### src/rtl/inference_sequencer.sv
// inference_sequencer: top-level controller for one inference pass.
// Fetches hidden/output biases and output weights once, then walks the
// dataset rows: trigger hidden mmult pair, add hidden biases, form the
// output node (two truncated Q0.8 products plus output bias), write RES.
// Optional build macro: INFER_SATURATE_EN (8-bit additions clamp to max
// on carry-out instead of wrapping).
//
// Handshake: Start and mmult_done are single-cycle pulses, only acted on
// in IDLE and ROW_WAIT respectively; mmult_start, RES_write_en and Done
// are single-cycle registered pulses. Memory reads return data one cycle
// after the enable is presented.
module inference_sequencer #(
  parameter int width          = 8,
  parameter int rows           = 64,
  parameter int row_bits       = 6,
  parameter int B_depth_bits   = 4,
  parameter int C_depth_bits   = 2,
  parameter int RES_depth_bits = 6
) (
  input  logic                      clk,
  input  logic                      reset,
  input  logic                      Start,
  output logic                      Done,
  output logic                      mmult_start,
  output logic [row_bits-1:0]       mmult_row,
  input  logic                      mmult_done,
  input  logic [width-1:0]          hidden1_result,
  input  logic [width-1:0]          hidden2_result,
  output logic                      B_read_en,
  output logic [B_depth_bits-1:0]   B_read_address,
  input  logic [width-1:0]          B_read_data_out,
  output logic                      C_read_en,
  output logic [C_depth_bits-1:0]   C_read_address,
  input  logic [width-1:0]          C_read_data_out,
  output logic                      RES_write_en,
  output logic [RES_depth_bits-1:0] RES_write_address,
  output logic [width-1:0]          RES_write_data_in,
  output logic [2:0]                dbg_state
);

  typedef enum logic [2:0] {
    IDLE, FETCH, ROW_START, ROW_WAIT, OUT_MUL, WRITE, FINISH
  } state_t;

  state_t state, state_next;

  logic [1:0]            fcnt;
  logic [row_bits-1:0]   row;
  logic [width-1:0]      hb1, hb2, ob, ow1, ow2;
  logic [width-1:0]      h1, h2;
  logic [2*width-1:0]    prod1, prod2;
  logic [width-1:0]      p1, p2, out_sum;
  logic                  last_row;

  // 8-bit unsigned add; wraps or clamps depending on the build
  function automatic logic [width-1:0] add_w(input logic [width-1:0] a,
                                             input logic [width-1:0] b);
`ifdef INFER_SATURATE_EN
    logic [width:0] s;
    s = {1'b0, a} + {1'b0, b};
    return s[width] ? {width{1'b1}} : s[width-1:0];
`else
    return a + b;
`endif
  endfunction

  assign last_row  = (row == row_bits'(rows - 1));
  assign dbg_state = state;

  // output-node arithmetic: full products truncated to the upper byte
  always_comb begin
    prod1   = {{width{1'b0}}, h1} * {{width{1'b0}}, ow1};
    prod2   = {{width{1'b0}}, h2} * {{width{1'b0}}, ow2};
    p1      = prod1[2*width-1:width];
    p2      = prod2[2*width-1:width];
    out_sum = add_w(add_w(ob, p1), p2);
  end

  // state register
  always_ff @(posedge clk) begin
    if (reset) state <= IDLE;
    else       state <= state_next;
  end

  // next-state decode
  always_comb begin
    state_next = state;
    case (state)
      IDLE:      if (Start) state_next = FETCH;
      FETCH:     if (fcnt == 2'd3) state_next = ROW_START;
      ROW_START: state_next = ROW_WAIT;
      ROW_WAIT:  if (mmult_done) state_next = OUT_MUL;
      OUT_MUL:   state_next = WRITE;
      WRITE:     state_next = last_row ? FINISH : ROW_START;
      FINISH:    state_next = IDLE;
      default:   state_next = IDLE;
    endcase
  end

  // datapath registers and registered outputs; pulses default low each cycle
  always_ff @(posedge clk) begin
    if (reset) begin
      fcnt              <= '0;
      row               <= '0;
      hb1               <= '0;
      hb2               <= '0;
      ob                <= '0;
      ow1               <= '0;
      ow2               <= '0;
      h1                <= '0;
      h2                <= '0;
      Done              <= 1'b0;
      mmult_start       <= 1'b0;
      mmult_row         <= '0;
      B_read_en         <= 1'b0;
      B_read_address    <= '0;
      C_read_en         <= 1'b0;
      C_read_address    <= '0;
      RES_write_en      <= 1'b0;
      RES_write_address <= '0;
      RES_write_data_in <= '0;
    end else begin
      Done              <= 1'b0;
      mmult_start       <= 1'b0;
      B_read_en         <= 1'b0;
      B_read_address    <= '0;
      C_read_en         <= 1'b0;
      C_read_address    <= '0;
      RES_write_en      <= 1'b0;
      RES_write_address <= '0;
      RES_write_data_in <= '0;
      case (state)
        IDLE: begin
          if (Start) begin
            row       <= '0;
            fcnt      <= '0;
            B_read_en <= 1'b1;
            C_read_en <= 1'b1;
          end
        end
        FETCH: begin
          fcnt <= fcnt + 2'd1;
          case (fcnt)
            2'd0: begin
              B_read_en      <= 1'b1;
              B_read_address <= B_depth_bits'(1);
              C_read_en      <= 1'b1;
              C_read_address <= C_depth_bits'(1);
            end
            2'd1: begin
              C_read_en      <= 1'b1;
              C_read_address <= C_depth_bits'(2);
              hb1            <= B_read_data_out;
              ob             <= C_read_data_out;
            end
            2'd2: begin
              hb2 <= B_read_data_out;
              ow1 <= C_read_data_out;
            end
            default: begin
              ow2         <= C_read_data_out;
              mmult_start <= 1'b1;
              mmult_row   <= row;
            end
          endcase
        end
        ROW_WAIT: begin
          if (mmult_done) begin
            h1 <= add_w(hb1, hidden1_result);
            h2 <= add_w(hb2, hidden2_result);
          end
        end
        OUT_MUL: begin
          RES_write_en      <= 1'b1;
          RES_write_address <= RES_depth_bits'(row);
          RES_write_data_in <= out_sum;
        end
        WRITE: begin
          if (last_row) begin
            Done <= 1'b1;
          end else begin
            row         <= row + row_bits'(1);
            mmult_start <= 1'b1;
            mmult_row   <= row + row_bits'(1);
          end
        end
        default: ;
      endcase
    end
  end

endmodule

### config.mk
export PLATFORM = sky130hd
export DESIGN_NAME = inference_sequencer
export DESIGN_NICKNAME = d
export VERILOG_FILES = /design/src/rtl/inference_sequencer.sv
export SDC_FILE = /design/constraint.sdc
export NUM_CORES = 1
export LEC_CHECK = 0
export BUFFER_PORTS_ARGS = -buffer_cell sky130_fd_sc_hd__buf_2
export CORE_MARGIN = 2
export CORE_UTILIZATION = 60
export CTS_CLUSTER_SIZE = 28
export DETAILED_ROUTE_END_ITERATION = 7
export PLACE_DENSITY_LB_ADDON = 0.25
export SLEW_MARGIN = 20
export SYNTH_ARGS = -nofsm -noshare
export SYNTH_HDL_FRONTEND = slang
export SYNTH_SLANG_ARGS = --single-unit
### constraint.sdc
create_clock -name clk -period 7.88 [get_ports clk]
set_input_delay 1.97 -clock clk [delete_from_list [all_inputs] [get_ports clk]]
set_output_delay 1.97 -clock clk [all_outputs]
set_load 0.005 [all_outputs]
======== Yosys cells after proc, flatten, opt, wreduce, memory -nomap -nowiden ========
Index checks and enable logic that the tools add are counted.
storage, ports and cells
  register bits ........................... 98
  output and inout port bits .............. 34
operators by class
  add/subtract/negate cells ............... 6
  multipliers ............................. 2
  eq/ne operators ......................... 14
  muxes and demuxes ....................... 24
  bitwise logic cells ..................... 4
  reductions and logical operators ........ 18
operators with widths
  cell                   count
  $add A8 B8 Y8          4
  $mul A8 B8 Y16         2
  $pmux W6 S2            2
  $mux W6                3
  $pmux W3 S6            1
  $mux W3                4
  $ne A2 B2 Y1 const B   5
  $reduce_and A2 Y1      5
  $reduce_and A3 Y1      3
  $mux W1                8
  $pmux W2 S2            2
  $reduce_or A2 Y1       4
  $add A6 B1 Y6 const B  1
  $eq A3 B2 Y1 const B   2
  $eq A3 B3 Y1 const B   2
  $eq A6 B6 Y1 const B   1
  $pmux W1 S2            3
  $reduce_bool A2 Y1     3
  $eq A2 B2 Y1 const B   2
  $not A1 Y1             4
  $eq A3 B1 Y1 const B   1
  $logic_not A3 Y1       1
  $reduce_or A3 Y1       1
  $add A2 B1 Y2 const B  1
  other kinds (3)        3

======== Depth between registers and ports, before layout ========
  depth in word-level cells ............... 4
  depth in mapped cells ................... 28
  depth with buffers taken out ............ 28

======== Worst setup path before layout ========
Ideal clock, no wire load.
  path kind ............................... register -> register
  from .................................... register ow2[7]
  to ...................................... register RES_write_data_in[7]
  arrival ................................. 6.005 ns
  setup slack ............................. 1.748 ns
  stages on the path, launching flop included .. 24
  path buffers ............................ 1
  clock period less this slack ............ 6.132 ns
  path through ............................ dfxtp_1 > clkbuf_1 > nand2_1 > fa_1 > fa_1 > inv_1 > fa_1 > fa_1 > ha_1 > a21o_1 > a21o_2 > a31o_2 > xnor2_1 > fa_1 > inv_1 > ha_1 > fa_1 > a21o_1 > a21oi_1 > o21ai_0 > xnor2_1 > or3_1 > a21oi_1 > nor3b_2
between the ends
  cells in the longest elaborated chain, start to end .. 2
ends and longest elaborated chain
  element                 line  text
  from (decl)             49    logic [width-1:0] hb1, hb2, ob, ow1, ow2;
  from (signal assigned)  161   ow2 <= C_read_data_out;
  $mul A8 B8 Y16          73    prod2 = {{width{1'b0}}, h2} * {{width{1'b0}}, ow2};
  $add A8 B8 Y8           63    return a + b;
  to (signal assigned)    176   RES_write_data_in <= out_sum;
  to (decl)               37    output logic [width-1:0] RES_write_data_in,
No other way between the ends.
A chain may end at the register's enable or synchronous reset.

======== Worst setup path after layout ========
  from .................................... register ow1[2]
  to ...................................... register RES_write_data_in[7]
between the ends
  cells in the longest elaborated chain, start to end .. 3
ends and longest elaborated chain
  element                      line  text
  from (decl)                  49
  from (signal assigned)       158   ow1 <= C_read_data_out;
  $mul A8 B8 Y16               72    prod1 = {{width{1'b0}}, h1} * {{width{1'b0}}, ow1};
  $add A8 B8 Y8 (2 in series)  63
No other way between the ends.

==> key figures <==
Die
  – Die Y: 121 um
  – Top Ports: 70
  – Core ar.: 13,300 um^2
  – Die X-Extent: 121 um
  – Initial Util: 61.6%
  – Rows: 42
  – Die area: 14,600 um^2

Cells and area
  – Most frequent cells in the layout: nand2_1, inv_1, and2_1, dfxtp_1, ha_1
  – Inserted Diodes: 0
  – Nets@finish: 1,216
  – Layout area overhead: 9.06%
  – Final Cell Area: 8930 um^2
  – Fillers: 1,129
  – Commonest non-fill, non-tap cell in the layout: nand2_1
  – Layout cells sized above 1: 9.99%

Clocking
  – Root buf cell: clkbuf_16
  – Hold Buf Count CTS: 0
  – H-tree depth: 3
  – Clock Pin Slew Worst Setup and Hold Paths: 0.07 ns
  – Total setup buffers inserted after CTS: 0
  – Clock Sinks: 94
  – TritonCTS buffer count: 9
  – CTS tree: done
  – Clk Latency, worst-skew pair: 0.36 ns
  – Clock Tree Buf Depth: 2
  – Resized cells post-CTS: 0

Setup path
  – Crit Path Max Fanout: 9
  – Critical path class: flip-flop to flip-flop
  – Worst Setup End Kind: flip-flop
  – Worst Path Arrival: 6.66 ns
  – Critical Path RT: 8.12 ns
  – Crit path launch type: flip-flop

Hold path
  – Hold Path Class: flip-flop to flip-flop

Logic synthesis
  – Syn Inst Count: 960
  – Synth unique cells: 56
  – Register area share after synthesis: 23.0%
  – Adder-Cell Fraction of Synth Area: 33.8%
  – Ranking of synthesized cells by area: dfxtp_1, fa_1, ha_1
  – Main synth FF type: dfxtp_1
  – Avg Inst Size Synth: 8.53 um^2
  – Synth Warn #: 0
  – Largest family of logic cells by synthesized area: adder cells
  – Mux cell area share after synthesis: 0.122%
  – Yosys reg bits: 94
  – Simple-gate portion of the synthesized area: 21.1%
  – Largest area contributor in the synthesized netlist: dfxtp_1
  – Post-Syn Area: 8190 um^2
  – Complex-gate fraction of the synthesized area: 10.9%
  – Xor-xnor portion of the synthesized cell area: 3.64%
  – Number of synthesized flops with an enable pin: 0
  – Ys async rst share: 0%
  – Post-synth top area share: 23.0%

Power and ir drop
  – Leakage: 4.41 nW
  – Pwr/cell area: 122 nW/um^2
  – Maximum vdd drop: 163 uV

Timing
  – Final setup violation count: 0
  – Worst Max-Slew Pin Slew: 0.793 ns
  – Achievable Freq: 0.156 GHz
  – RSZ-0062 raised after global routing: false
  – Tmin final: 6.43 ns
  – Final hold vios: 0
  – Worst slew margin: 46.8%
  – Period utilization: 81.6%
  – TNS Setup: 0 ns
  – Fin Clk Skew: 0.0113 ns
  – Slew Limit Fails: 0

Status
  – Status: complete, no violations

GRT
  – Largest net degree at the start of global routing: 80
  – M2 GR Usage: 40.4%
  – Initial antenna violation count: 0
  – M3 GR Usage: 4.76%
  – Vias in the first global route: 6,077
  – First-pass GRT wire length: 28.6 mm
  – GRT Max-Usage Layer: met2
  – Remaining Overflow, GRT: 0
  – Global-route usage over all layers: 24.6%
  – Met1 usage in global routing: 33.6%

Placed design
  – Gpl congestion: 0.905
  – I/O Buffers: 66
  – Placed Area: 8610 um^2
  – Final HPWL DP: 13.2 mm

Routing
  – DRT Pass-1 Iters: 4
  – Via Count: 6,306
  – DRT Wirelength: 17.0 mm
  – DR DRC count: 0
  – ANT nets after route: 0
  – Vias per Instance: 5.31
  – WL per Instance: 14.3 um
  – First DRT Iteration DRCs: 319

Flow run
  – Max-cap violation count: 0
[registers in the layout, summed over array words and instances, names as in the netlist, 2 cells and up]
register	count
dbg_state	3
row	6
h2	8
h1	8
ow2	8
RES_write_data_in	8
ob	8
RES_write_address	6
hb2	8
hb1	8
fcnt	2
mmult_row	6
ow1	8
[cells in the mapped netlist (5+ instances only)]
cell	count
nor2_1	43
and2_1	96
buf_2	6
xnor2_1	23
nand3_1	9
xor2_1	11
a21o_1	14
nand2_1	153
fa_1	80
dfxtp_1	94
and2_2	5
o21ai_0	14
inv_1	121
nor3_1	14
nor2b_1	9
a21oi_1	80
ha_1	93
a211oi_1	9
clkbuf_1	24
[area by class of cell]
cell class | instances | area [um^2] | area share [%]
Clock buffer | 9 | 225 | 2.52
Clock inverter | 6 | 93.8 | 1.05
Inverter | 122 | 458 | 5.13
Multi-Input combinational cell | 712 | 5710 | 63.9
Sequential cell | 94 | 1880 | 21.1
Tap cell | 176 | 220 | 2.47
Timing Repair Buffer | 68 | 345 | 3.87
[where the power goes]
part	internal, mW	switching (mW)	total (mW)
combinational	0.0418	0.0585	0.100
clock	0.280	0.201	0.481
sequential	0.488	0.0177	0.506
[metal layers]
| layer | vias up | part of all wire (%) |
|---|---|---|
| li1 | 3157 | - |
| met1 | 3018 | 47 |
| met2 | 110 | 47 |
| met3 | 21 | 4.3 |
| met4 | 0 | 1.7 |
| met5 | - | 0 |
[final timing paths]
check | startpoint | endpoint | slack [ns] | cells after the start
worst max-delay path | ow1[2] | RES_write_data_in[7] | 1.45 | 25
worst max register to register | ow1[2] | RES_write_data_in[7] | 1.45 | 25
worst min-delay path | hb1[3] | hb1[3] | 0.46 | 2
worst min register to register | hb1[3] | hb1[3] | 0.46 | 2
[critical path, stage by stage (launching register included)]
cell and delay, ns:
dfxtp_1 0.37, and2_1 0.20, fa_1 0.46, fa_1 0.54
inv_1 0.05, fa_1 0.49, inv_1 0.05, fa_1 0.48
ha_1 0.31, a211oi_1 0.24, o21ai_1 0.15, a31oi_1 0.27
nor2b_1 0.07, nor2_1 0.11, xor2_1 0.11, fa_1 0.51
inv_1 0.04, ha_1 0.22, fa_1 0.41, a21o_1 0.17
a21oi_1 0.20, o21ai_0 0.14, xnor2_1 0.14, or3_1 0.33
a21oi_1 0.18, nor3b_2 0.06
[logic make-up after synthesis]
logic type	after synthesis
DFF	94
AOI/OAI and AO/OA	148
buffers and inverters	156
xor gates and xnor gates	34
other	1
and+or+nand+nor	353
adders and majority gates	173
muxes	1
[stage by stage]
stage | hold slack [ns] | worst slack, ns | util [%] | instances | power [mW]
2_1_floorplan | 0.436 | 1.75 | - | 962 | 0.582
3_3_place_gp | 0.449 | 1.55 | 64.8 | 1172 | 0.615
3_5_place_dp | 0.454 | 1.42 | 64.8 | 1172 | 0.616
4_1_cts | 0.463 | 1.42 | 67.2 | 1187 | 1.09
5_1_grt | 0.479 | 1.02 | 67.2 | 1187 | 1.13
6_report | 0.458 | 1.45 | 67.2 | 1187 | 1.09
(Power assumes the default switching activity.)
